File: src/rtl/fft_ctrl_if.sv
// Handshake, frame buffer and stage-control bundle between the FFT controller and its datapath/consumer.
interface fft_ctrl_if;
    localparam int unsigned SAMPLE_W  = 12;
    localparam int unsigned FRAME_LEN = 8;
    localparam int unsigned IDX_W     = 3;

    logic                       in_valid;
    logic                       in_ready;
    logic signed [SAMPLE_W-1:0] in_sample;
    logic signed [SAMPLE_W-1:0] frame_data [0:FRAME_LEN-1];
    logic                       stage1_en;
    logic                       stage2_en;
    logic                       stage3_en;
    logic                       stage1_done;
    logic                       stage2_done;
    logic                       stage3_done;
    logic                       out_valid;
    logic                       out_ready;
    logic [IDX_W-1:0]           out_index;
    logic                       busy;
    logic                       frame_done;
    logic                       timeout_err;

    // Controller side
    modport slave (
        input  in_valid, in_sample, stage1_done, stage2_done, stage3_done, out_ready,
        output in_ready, frame_data, stage1_en, stage2_en, stage3_en,
               out_valid, out_index, busy, frame_done, timeout_err
    );

    // Environment side (sample source, stage datapaths, consumer)
    modport master (
        output in_valid, in_sample, stage1_done, stage2_done, stage3_done, out_ready,
        input  in_ready, frame_data, stage1_en, stage2_en, stage3_en,
               out_valid, out_index, busy, frame_done, timeout_err
    );
endinterface

File: src/rtl/fft_ctrl.sv
// 8-point FFT sequencer: buffers a frame, steps three datapath stages with a watchdog,
// then walks the consumer through bins 0..7.
module fft_ctrl #(
    parameter int unsigned TIMEOUT = 16
) (
    input logic        CLK,
    input logic        nRESET,
    fft_ctrl_if.slave  bus
);
    localparam int unsigned SAMPLE_W  = 12;
    localparam int unsigned FRAME_LEN = 8;
    localparam int unsigned IDX_W     = 3;
    localparam int unsigned WD_W      = $clog2(TIMEOUT + 1);

    typedef enum logic [2:0] {IDLE, LOAD, S1, S2, S3, UNLOAD} state_t;

    state_t                     state_q, state_d;
    logic [IDX_W-1:0]           load_cnt_q, load_cnt_d;
    logic [IDX_W-1:0]           out_idx_q, out_idx_d;
    logic [WD_W-1:0]            wd_q, wd_d;
    logic signed [SAMPLE_W-1:0] frame_q [FRAME_LEN];
    logic signed [SAMPLE_W-1:0] frame_d [FRAME_LEN];
    logic in_ready_q, in_ready_d;
    logic out_valid_q, out_valid_d;
    logic st1_en_q, st1_en_d;
    logic st2_en_q, st2_en_d;
    logic st3_en_q, st3_en_d;
    logic busy_q, busy_d;
    logic frame_done_q, frame_done_d;
    logic timeout_err_q, timeout_err_d;
    logic stage_done_c;

    // Next-state, counters and frame buffer; every output flop is decoded from the next state
    always_comb begin
        state_d       = state_q;
        load_cnt_d    = load_cnt_q;
        out_idx_d     = out_idx_q;
        wd_d          = wd_q;
        frame_d       = frame_q;
        frame_done_d  = 1'b0;
        timeout_err_d = 1'b0;
        stage_done_c  = 1'b0;

        case (state_q)
            IDLE: state_d = LOAD;
            LOAD: begin
                if (bus.in_valid && in_ready_q) begin
                    frame_d[load_cnt_q] = bus.in_sample;
                    load_cnt_d          = load_cnt_q + 1'b1;
                    if (load_cnt_q == IDX_W'(FRAME_LEN - 1)) begin
                        load_cnt_d = '0;
                        state_d    = S1;
                    end
                end
            end
            S1, S2, S3: begin
                stage_done_c = ((state_q == S1) && bus.stage1_done) ||
                               ((state_q == S2) && bus.stage2_done) ||
                               ((state_q == S3) && bus.stage3_done);
                // The cycle that reports the abort is the last one spent in the stage
                if (wd_q == WD_W'(TIMEOUT)) begin
                    state_d    = LOAD;
                    load_cnt_d = '0;
                end else if (stage_done_c) begin
                    state_d = (state_q == S1) ? S2 : (state_q == S2) ? S3 : UNLOAD;
                end else begin
                    wd_d          = wd_q + 1'b1;
                    timeout_err_d = (wd_d == WD_W'(TIMEOUT));
                end
            end
            UNLOAD: begin
                if (out_valid_q && bus.out_ready) begin
                    out_idx_d = out_idx_q + 1'b1;
                    if (out_idx_q == IDX_W'(FRAME_LEN - 1)) begin
                        state_d      = LOAD;
                        frame_done_d = 1'b1;
                    end
                end
            end
            default: state_d = IDLE;
        endcase

        if (state_d != state_q) wd_d = '0;

        in_ready_d  = (state_d == LOAD);
        out_valid_d = (state_d == UNLOAD);
        st1_en_d    = (state_d == S1) && (state_q != S1);
        st2_en_d    = (state_d == S2) && (state_q != S2);
        st3_en_d    = (state_d == S3) && (state_q != S3);
        busy_d      = (state_d != IDLE);
    end

    always_ff @(posedge CLK) begin
        if (!nRESET) begin
            state_q       <= IDLE;
            load_cnt_q    <= '0;
            out_idx_q     <= '0;
            wd_q          <= '0;
            frame_q       <= '{default: '0};
            in_ready_q    <= 1'b0;
            out_valid_q   <= 1'b0;
            st1_en_q      <= 1'b0;
            st2_en_q      <= 1'b0;
            st3_en_q      <= 1'b0;
            busy_q        <= 1'b0;
            frame_done_q  <= 1'b0;
            timeout_err_q <= 1'b0;
        end else begin
            state_q       <= state_d;
            load_cnt_q    <= load_cnt_d;
            out_idx_q     <= out_idx_d;
            wd_q          <= wd_d;
            frame_q       <= frame_d;
            in_ready_q    <= in_ready_d;
            out_valid_q   <= out_valid_d;
            st1_en_q      <= st1_en_d;
            st2_en_q      <= st2_en_d;
            st3_en_q      <= st3_en_d;
            busy_q        <= busy_d;
            frame_done_q  <= frame_done_d;
            timeout_err_q <= timeout_err_d;
        end
    end

    assign bus.in_ready    = in_ready_q;
    assign bus.frame_data  = frame_q;
    assign bus.stage1_en   = st1_en_q;
    assign bus.stage2_en   = st2_en_q;
    assign bus.stage3_en   = st3_en_q;
    assign bus.out_valid   = out_valid_q;
    assign bus.out_index   = out_idx_q;
    assign bus.busy        = busy_q;
    assign bus.frame_done  = frame_done_q;
    assign bus.timeout_err = timeout_err_q;
endmodule

File: src/flat_wrapper.sv
// flat-port wrapper written by rule: the top's interface ports become plain ports
module fft_ctrl_flat 
#(
    parameter int unsigned TIMEOUT = 16
)
  (CLK, nRESET, bus_in_valid, bus_in_sample, bus_stage1_done, bus_stage2_done, bus_stage3_done, bus_out_ready, bus_in_ready, bus_frame_data, bus_stage1_en, bus_stage2_en, bus_stage3_en, bus_out_valid, bus_out_index, bus_busy, bus_frame_done, bus_timeout_err);
  fft_ctrl_if bus_i ();
  input logic CLK;
  input logic nRESET;
  input wire logic [$bits(bus_i.in_valid)-1:0] bus_in_valid;
  input wire logic [$bits(bus_i.in_sample)-1:0] bus_in_sample;
  input wire logic [$bits(bus_i.stage1_done)-1:0] bus_stage1_done;
  input wire logic [$bits(bus_i.stage2_done)-1:0] bus_stage2_done;
  input wire logic [$bits(bus_i.stage3_done)-1:0] bus_stage3_done;
  input wire logic [$bits(bus_i.out_ready)-1:0] bus_out_ready;
  output wire logic [$bits(bus_i.in_ready)-1:0] bus_in_ready;
  output wire logic [$bits(bus_i.frame_data)-1:0] bus_frame_data;
  output wire logic [$bits(bus_i.stage1_en)-1:0] bus_stage1_en;
  output wire logic [$bits(bus_i.stage2_en)-1:0] bus_stage2_en;
  output wire logic [$bits(bus_i.stage3_en)-1:0] bus_stage3_en;
  output wire logic [$bits(bus_i.out_valid)-1:0] bus_out_valid;
  output wire logic [$bits(bus_i.out_index)-1:0] bus_out_index;
  output wire logic [$bits(bus_i.busy)-1:0] bus_busy;
  output wire logic [$bits(bus_i.frame_done)-1:0] bus_frame_done;
  output wire logic [$bits(bus_i.timeout_err)-1:0] bus_timeout_err;
  assign bus_i.in_valid = bus_in_valid;
  assign bus_i.in_sample = bus_in_sample;
  assign bus_i.stage1_done = bus_stage1_done;
  assign bus_i.stage2_done = bus_stage2_done;
  assign bus_i.stage3_done = bus_stage3_done;
  assign bus_i.out_ready = bus_out_ready;
  assign bus_in_ready = bus_i.in_ready;
  assign bus_frame_data = {>>{bus_i.frame_data}};
  assign bus_stage1_en = bus_i.stage1_en;
  assign bus_stage2_en = bus_i.stage2_en;
  assign bus_stage3_en = bus_i.stage3_en;
  assign bus_out_valid = bus_i.out_valid;
  assign bus_out_index = bus_i.out_index;
  assign bus_busy = bus_i.busy;
  assign bus_frame_done = bus_i.frame_done;
  assign bus_timeout_err = bus_i.timeout_err;
  fft_ctrl #(.TIMEOUT(TIMEOUT)) u_core (.CLK(CLK), .nRESET(nRESET), .bus(bus_i));
endmodule
File: config.mk
export PLATFORM = sky130hd
export DESIGN_NAME = fft_ctrl_flat
export DESIGN_NICKNAME = d
export VERILOG_FILES = /design/src/rtl/fft_ctrl_if.sv /design/src/rtl/fft_ctrl.sv /design/src/flat_wrapper.sv
export SDC_FILE = /design/constraint.sdc
export NUM_CORES = 1
export LEC_CHECK = 0
export CORE_ASPECT_RATIO = 0.8
export CORE_MARGIN = 4
export CORE_UTILIZATION = 48
export DETAILED_ROUTE_END_ITERATION = 10
export HOLD_SLACK_MARGIN = 0.1
export MAX_ROUTING_LAYER = met4
export PLACE_DENSITY = 0.78
export REMOVE_ABC_BUFFERS = 1
export SYNTH_ARGS = -nofsm -noshare
export SYNTH_HDL_FRONTEND = slang
export SYNTH_SLANG_ARGS = --single-unit
File: constraint.sdc
create_clock -name CLK -period 2.6 [get_ports CLK]
set_input_delay 0.26 -clock CLK [delete_from_list [all_inputs] [get_ports CLK]]
set_output_delay 0.26 -clock CLK [all_outputs]
set_load 0.05 [all_outputs]
* Word level (Yosys, flattened, before mapping)
Cells that the tools add are included.
** Cells by class
- $add $sub $neg :: 3
- Magnitude comparators :: 2
- Equality and inequality tests :: 20
- Multiplexer cells :: 17
- Bitwise gates (word level) :: 5
- Reduce and logical (&&, ||, !) cells :: 22
** Operators by type and width (number)
- 96-bit bitwise mux :: 1
- 12-bit demux with 3-bit select :: 1
- 3-bit 2-to-1 mux :: 10
- 3-bit equality test, second input constant :: 6
- 3-bit by 2-bit equality test with 1-bit output, second input constant :: 4
- 12-bit 2-to-1 mux :: 1
- 3-bit case mux with 4 select lines :: 1
- 5-bit equality test, second input constant :: 2
- 1-bit logical AND :: 9
- 3-bit AND reduction :: 3
- 3-bit by 1-bit adder with 3-bit output, second input constant :: 2
- 3-bit by 1-bit equality test with 1-bit output, second input constant :: 2
- 3-bit by 2-bit inequality test with 1-bit output, second input constant :: 2
- 3-bit case mux with 2 select lines :: 1
- 5-bit by 1-bit adder with 5-bit output, second input constant :: 1
- 4-bit >= comparator, second input constant :: 1
- 4-bit by 1-bit < comparator with 1-bit output, second input constant :: 1
- 2-bit by 1-bit inequality test with 1-bit output, second input constant :: 2
- 1-bit inverter :: 4
- 3-bit inverter with 4-bit output :: 1
- 2-bit AND reduction :: 2
- 4-bit OR reduction :: 1
- 3-bit zero test :: 1
- 3-bit inequality test :: 1
- 7 further kinds :: 9
** Word-level totals
- Register bits :: 118
- Input port bits :: 19
- Output and inout port bits :: 107
- Logic and storage cells :: 89

* Logic depth before layout (Yosys ltp)
Gate-level depths: netlist of the first run.
- Depth in word-level cells :: 9
- Depth in mapped cells :: 7
- Depth with buffers taken out :: 6

* Worst setup path before layout of the first run
Ideal clock, no wire load.
- Kind :: register to register
- From :: reg u_core.in_ready_q (netlist: u_core.bus.in_ready)
- To :: reg u_core.frame_q (netlist bit u_core.bus.frame_data[29])
- Library setup time :: 72 ps
- Arrival time :: 1995 ps
- Required time :: 2528 ps
- Slack :: 534 ps
- Cell stages (with the launch flop) :: 7
- Path buffers :: 2
- Period minus slack after synthesis :: 2066 ps
- Path through :: dfxtp_1 > nand4b_1 > nor2_1 > and4b_1 > clkbuf_1 > buf_4 > mux2i_1
** Between the ends
- Word-level cells in the longest chain between the ends :: 2
** Ends and longest elaborated chain
- start, declared :: RTL line fft_ctrl.sv:23 : logic in_ready_q, in_ready_d;
- start signal, assigned :: RTL line fft_ctrl.sv:114 : in_ready_q <= in_ready_d;
- 1-bit logical AND :: RTL line fft_ctrl.sv:47 : if (bus.in_valid && in_ready_q) begin
- 2-bit AND reduction (no line)
- end signal, assigned :: RTL line fft_ctrl.sv:113 : frame_q <= frame_d;
- end, declared :: RTL line fft_ctrl.sv:21 : logic signed [SAMPLE_W-1:0] frame_q [FRAME_LEN];
Every way passes these cells.
A chain may end at the register's enable or synchronous reset.

* Final worst setup path of the first run
- From :: reg u_core.load_cnt_q[0]
- To :: reg u_core.st1_en_q (netlist: u_core.bus.stage1_en)
** Between the ends
- Word-level cells in the longest chain between the ends :: 6
** Ends and longest elaborated chain
- start, declared :: RTL line fft_ctrl.sv:18 : logic [IDX_W-1:0] load_cnt_q, load_cnt_d;
- start signal, assigned :: RTL line fft_ctrl.sv:110 : load_cnt_q <= load_cnt_d;
- 3-bit equality test :: RTL line fft_ctrl.sv:50 : if (load_cnt_q == IDX_W'(FRAME_LEN - 1)) begin
- 3-bit 2-to-1 mux :: RTL line fft_ctrl.sv:50
- 3-bit 2-to-1 mux :: RTL line fft_ctrl.sv:47
- 3-bit case mux with 4 select lines :: RTL line fft_ctrl.sv:44 : case (state_q)
- 3-bit by 2-bit equality test with 1-bit output :: RTL line fft_ctrl.sv:87 : st1_en_d = (state_d == S1) && (state_q != S1);
- 1-bit logical AND :: RTL line fft_ctrl.sv:87
- end signal, assigned :: RTL line fft_ctrl.sv:116 : st1_en_q <= st1_en_d;
- end, declared :: RTL line fft_ctrl.sv:25 : logic st1_en_q, st1_en_d;
Every way passes these cells.

==> flow_metrics.tcl, run 1 <==
set metrics [dict create \
    timing.rr.end "u_core.bus.stage1_en" \
    grtUsageTotal_pct 22.1 \
    r2r-start "u_core.load_cnt_q[0]" \
    die_w_um 118 \
    tns_ns 0 \
    core_sq_mm 0.00923 \
    finalSetupViolCount 0 \
    insertion_delay_ns 0.40 \
    io_buffers 125 \
    die_h_um 96.0 \
    drive_above_1_share_pct 9.81 \
    final_max_slew_viol_count 0 \
    post_cts_buffers 0 \
    area_growth_syn_to_layout_pct 40.7 \
    yosysSeqAreaShare_pct 50.9 \
    layout_min_cycle_time_ns 2.28 \
    relSlewSlack_pct 31.9 \
    regToRegSetupSlack_ns 0.32 \
    post-place-ws_ns 0.379 \
    start_util_pct 50.3 \
    min_to "u_core.bus.frame_done" \
    root_buffer "clkbuf_16" \
    async_flop_share_pct 0 \
    nNetsFinal 635 \
    crit_chain "ha_1, ha_1, or3b_2, a221oi_2, and4b_1" \
    syn_inst 487 \
    place_congestion 0.937 \
    avgSynthCellArea_sq_um 9.53 \
    clk_pin_slew_worst_paths_ns 0.06 \
    cp-end-kind "register" \
    gr-total-overflow 0 \
    drtIter0Drc 249 \
    synth_top_area_share_pct 50.9 \
    viasPerCell 5.49 \
    rows 31 \
    cp_top_family "simple AND/OR/NAND/NOR gates" \
    whs_path_depth 3 \
    hold_path_startpoint "nRESET" \
    grt_start_max_net_pins 94 \
    cap_violations 0 \
    cts_tree "yes" \
    synth-edff-count 0 \
    skew_ns 0.00865 \
    fmax_ghz 0.439 \
    fin_crit_sh_pct 87.7 \
    path_class "register to register" \
    p_leak_nw 2.31 \
    grt_pass1_vias 3805 \
    wl_per_cell_um 16.9 \
    synth_seq_cells 118 \
    yosysMostFrequentCell "dfxtp_1" \
    htree_levels 4 \
    grtUsageMet1_pct 26.5 \
    cts-resized-gates 0 \
    postRouteAntennaNets 0 \
    cts_inserted_buffers 17 \
    cts_sinks 118 \
    cellPowerDensity_mw_per_mm2 649 \
    holdCritPathClass "primary input to register" \
    cp.required_ns 2.93 \
    drcViolationCount 0 \
    synth.area.top_cells "dfxtp_1 51%, mux2i_1 13%, nand2_1 8.2%, nand3_1 4.6%, o21ai_0 4.5%" \
    hold_buffers 0 \
    drtPass1Iterations 5 \
    slowest_stage "dfxtp_1" \
    cts_buffer_depth 2 \
    grt_pass1_wl_um 19300 \
    tightest_slew_ns 1.01 \
    antenna_found_initial 0 \
    rsz0062_at_grt "no" \
    synth_warnings 0 \
    grt_busiest_layer "met2" \
    crit_arrival_ns 2.61 \
    hold_violations 0 \
    cp_max_fo 11 \
    io-pin-count 126 \
    met2_usage_pct 36.3 \
    synth-main-ff-cell "dfxtp_1" \
    n_fill_cell 711 \
    start_kind "register" \
    grt.met3_usage_pct 5.52 \
    outcome "complete, no violations" \
    synthDistinctLibCells 56 \
    crit_top_cell "ha_1" \
    synth_area_sq_mm 0.00464 \
    antenna_cells 0 \
    path_buf_inv 0 \
    dp_hpwl_um 8660 \
    die_area_sq_mm 0.0113 \
    cp_slowest_stage_delay_ns 0.51 \
    vias 4049 \
    reg2reg_depth 5 \
    vdd_drop_max_mv 0.470 \
    synth_common_cells "118 x dfxtp_1, 101 x nand2_1, 62 x mux2i_1, 43 x nand3_1, 42 x o21ai_0" \
    wirelength_um 12500 \
    setup_slack_ns 0.320 \
    yosysTopAreaCell "dfxtp_1" \
]
## worst max path at each step
stage | start | end | slack (ns) | depth (start not counted)
4_1_cts | u_core.load_cnt_q[0] | u_core.bus.stage1_en | 0.37 | 5
5_1_grt | u_core.wd_q[0] | u_core.wd_q[0] | 0.14 | 6
2_1_floorplan | u_core.bus.in_ready | u_core.bus.frame_data[84] | -0.42 | 3
3_5_place_dp | u_core.load_cnt_q[0] | u_core.bus.stage1_en | 0.38 | 5
6_report | u_core.load_cnt_q[0] | u_core.bus.stage1_en | 0.32 | 5
3_3_place_gp | bus_in_valid | u_core.bus.frame_data[47] | 0.46 | 5
## layout by cell type (no fill, tap or decap), types with 4 or more instances in the layout
| cell | netlist | layout |
|---|---|---|
| inv_6 | 0 | 5 |
| clkbuf_16 | 0 | 17 |
| clkdlybuf4s50_1 | 0 | 124 |
| buf_4 | 5 | 15 |
| ha_1 | 7 | 7 |
| nand3_1 | 43 | 43 |
| mux2i_1 | 62 | 62 |
| dfxtp_1 | 118 | 118 |
| a211oi_1 | 5 | 5 |
| o21ai_0 | 42 | 42 |
| nand2_1 | 101 | 101 |
| nor2_1 | 9 | 9 |
| a21oi_1 | 5 | 5 |
| inv_1 | 4 | 4 |
## layer usage
layer / routed length (um) / share of wire, % / vias up
met3: 639 / 5.1 / 20
met4: 253 / 2.0 / 0
li1: - / - / 1951
met5: 0 / 0 / -
met1: 5540 / 44 / 1955
met2: 6050 / 48 / 123
## worst reg2reg max path: stages, from the launching register on
cell and delay (ns):
dfxtp_1 0.51, ha_1 0.21, ha_1 0.23, or3b_2 0.49
a221oi_2 0.51, and4b_1 0.27
## where the power goes
group	internal (mW)	switching, mW
clock	1.33	0.894
combinational	0.0599	0.121
sequential	1.82	0.0114
total	3.22	1.03
## logic make-up (layout without fill, tap and decap cells)
logic type      Yosys count  count (layout)  share of synthesized area [%]
compound gates           67              67                           8.95
buf+inv                  41             176                           4.47
simple gates            189             189                           19.9
xor+xnor                  3               3                          0.566
flops                   118             118                           50.9
mux                      62              62                           13.4
fa+ha+maj                 7               7                           1.89
## sequential cells by signal, indices dropped and copies added (netlist names)
name	count
u_core.bus.in_ready	1
u_core.bus.out_index	3
u_core.bus.timeout_err	1
u_core.bus.stage1_en	1
u_core.bus.frame_data	96
u_core.bus.busy	1
u_core.bus.stage2_en	1
u_core.bus.stage3_en	1
u_core.bus.out_valid	1
u_core.state_q	3
u_core.bus.frame_done	1
u_core.wd_q	5
u_core.load_cnt_q	3
## layout make-up
| type | count | area (sq um) | share of cell area [%] |
|---|---|---|---|
| Sequential cell | 118 | 2360 | 36.2 |
| Multi-Input combinational cell | 328 | 2080 | 31.9 |
| Timing Repair Buffer | 139 | 1350 | 20.7 |
| Clock buffer | 17 | 425 | 6.51 |
| Clock inverter | 15 | 144 | 2.20 |
| Tap cell | 115 | 144 | 2.20 |
| Inverter | 5 | 18.8 | 0.287 |
## stage by stage
stage / hold slack, ns / power, mW / utilization, % / std cells / instance area (sq um)
2_1_floorplan: 0.381 / 1.94 / - / 451 / 4450
3_3_place_gp: 0.443 / 2.05 / 64.6 / 705 / 5960
3_5_place_dp: 0.448 / 2.05 / 64.6 / 705 / 5960
4_1_cts: 0.102 / 4.26 / 70.8 / 737 / 6530
5_1_grt: 0.112 / 4.37 / 70.8 / 737 / 6530
6_report: 0.113 / 4.24 / 70.8 / 737 / 6530
Note: power is estimated with default switching activity, not from simulation.
==> run 2, diff against run 1 <==
Settings changed: CORE_ASPECT_RATIO 0.8 to 0.75, PLACE_DENSITY 0.78 to 0.8.
==> run 2 against run 1 <==
Against the previous run: final area grew 0.63%; critical path type unchanged; register-to-register slack is essentially flat; sequential power is essentially flat; flip-flop and latch count is the same; worst hold slack gained 0.17 ns; worst setup slack lost 0.012 ns; combinational power is essentially flat; power grew 1.2%; core utilization grew 0.43 points; final cell count grew 1.9%; highest routed layer unchanged; first-iteration DRC count grew 65%; largest power group unchanged.
==> flow_metrics.tcl, run 2 (synthesis gave the netlist of run 1 again) <==
set metrics [dict create \
    layout_min_cycle_time_ns 2.29 \
    crit_arrival_ns 2.64 \
    design_area_sq_mm 0.00657 \
    drtIter0Drc 410 \
    hold_violations 0 \
    post_cts_buffers 0 \
    rsz0062_at_grt "no" \
    start_util_pct 50.3 \
    cellPowerDensity_mw_per_mm2 653 \
    grt_start_max_net_pins 54 \
    cp-end-kind "register" \
    area_growth_syn_to_layout_pct 41.6 \
    die_w_um 122 \
    path_class "register to register" \
    hold_buffers 0 \
    outcome "complete, no violations" \
    met1_length_um 6010 \
    place_congestion 0.867 \
    cp_max_fo 11 \
    nNetsFinal 636 \
    clk_pin_slew_worst_paths_ns 0.06 \
    wl_met3_um 988 \
    post-place-ws_ns 0.184 \
    gr-total-overflow 0 \
    utilization_pct 71.2 \
    grt_pass1_vias 4184 \
    cts_sinks 118 \
    drtPass1Iterations 5 \
    final_max_slew_viol_count 0 \
    root_buffer "clkbuf_16" \
    cts_tree "yes" \
    relSlewSlack_pct 51.7 \
    htree_levels 4 \
    holdCritPathClass "primary input to register" \
    die_h_um 93.2 \
    antenna_cells 0 \
    drive_above_1_share_pct 9.95 \
    tns_ns 0 \
    placed_cells 719 \
    cap_violations 0 \
    finalSetupViolCount 0 \
    wirelength_um 13000 \
    rows 30 \
    cp.required_ns 2.94 \
    grt_pass1_wl_um 20800 \
    viasPerCell 5.49 \
    top_layer_used "met4" \
    core_sq_mm 0.00923 \
    wl_per_cell_um 17.4 \
    largest_reg_flops 96 \
    io_buffers 125 \
    fin_crit_sh_pct 88.2 \
    drcViolationCount 0 \
    io-pin-count 126 \
    stdcell_count 751 \
    vias 4123 \
    start_kind "register" \
    die_area_sq_mm 0.0113 \
    cts-resized-gates 0 \
    tightest_slew_ns 0.725 \
    final_common_cell "clkdlybuf4s50_1" \
    cts_buffer_depth 2 \
    vdd_drop_max_mv 0.438 \
    postRouteAntennaNets 0 \
    cts_inserted_buffers 17 \
    insertion_delay_ns 0.40 \
    grtUsageTotal_pct 24.0 \
    regToRegSetupSlack_ns 0.31 \
    final_cell_mix "124 x clkdlybuf4s50_1, 118 x dfxtp_1, 101 x nand2_1" \
    setup_slack_ns 0.308 \
    placed_area_sq_mm 0.00599 \
    route.met2.wl_um 5920 \
    skew_ns 0.0115 \
    dp_hpwl_um 8860 \
    antenna_found_initial 0 \
    fmax_ghz 0.436 \
    p_leak_nw 2.32 \
]
## run 2: changes by cell type in the layout (fill, tap and decap cells not counted)
cell	previous run	this run
buf_4	15	16
clkinv_2	2	0
inv_6	5	7
clkinv_4	3	1
clkbuf_8	0	2
## run 2: worst paths after layout
check,from,endpoint,depth (start not counted)
setup / recovery,u_core.load_cnt_q[0],u_core.bus.stage1_en,5
hold / removal,nRESET,u_core.bus.frame_done,3
setup reg to reg,u_core.load_cnt_q[0],u_core.bus.stage1_en,5
hold reg to reg,u_core.bus.frame_data[17],u_core.bus.frame_data[17],2
## run 2: worst max-delay path: stages (launching register included)
cell,delay [ns]
dfxtp_1,0.52
ha_1,0.21
ha_1,0.23
or3b_2,0.47
a221oi_2,0.52
and4b_1,0.27
## run 2: cell type report
cell class	count	area, sq um
fillers	689	2660
flip-flops and latches	118	2360
multi-input cells	328	2080
repair buffers	140	1360
clock buffers	19	453
well taps	128	160
clock inverters	13	134
inverters	5	18.8
## run 2: power breakdown
group	internal [mW]	switching, mW
clock network	1.39	0.882
logic	0.0607	0.124
registers	1.82	0.0108
total	3.28	1.02
## run 2: per-layer routing
| layer | GRT usage, % | vias to the layer above |
|---|---|---|
| met3 | 7.50 | 14 |
| met2 | 37.1 | 173 |
| met1 | 30.8 | 1986 |
| met5 | - | - |
| met4 | 6.06 | 0 |
| li1 | - | 1950 |
## run 2: metrics by stage
stage	hold WS (ns)	total power, mW
2_1_floorplan	0.381	1.94
3_3_place_gp	0.441	2.05
3_5_place_dp	0.450	2.05
4_1_cts	0.274	4.30
5_1_grt	0.286	4.41
6_report	0.286	4.29
==> run 3, diff against run 2 <==
Settings changed: CTS_CLUSTER_DIAMETER from default to 80.
==> results of run 3 <==
The final DEF is identical to that of run 2; final timing and power are the same.
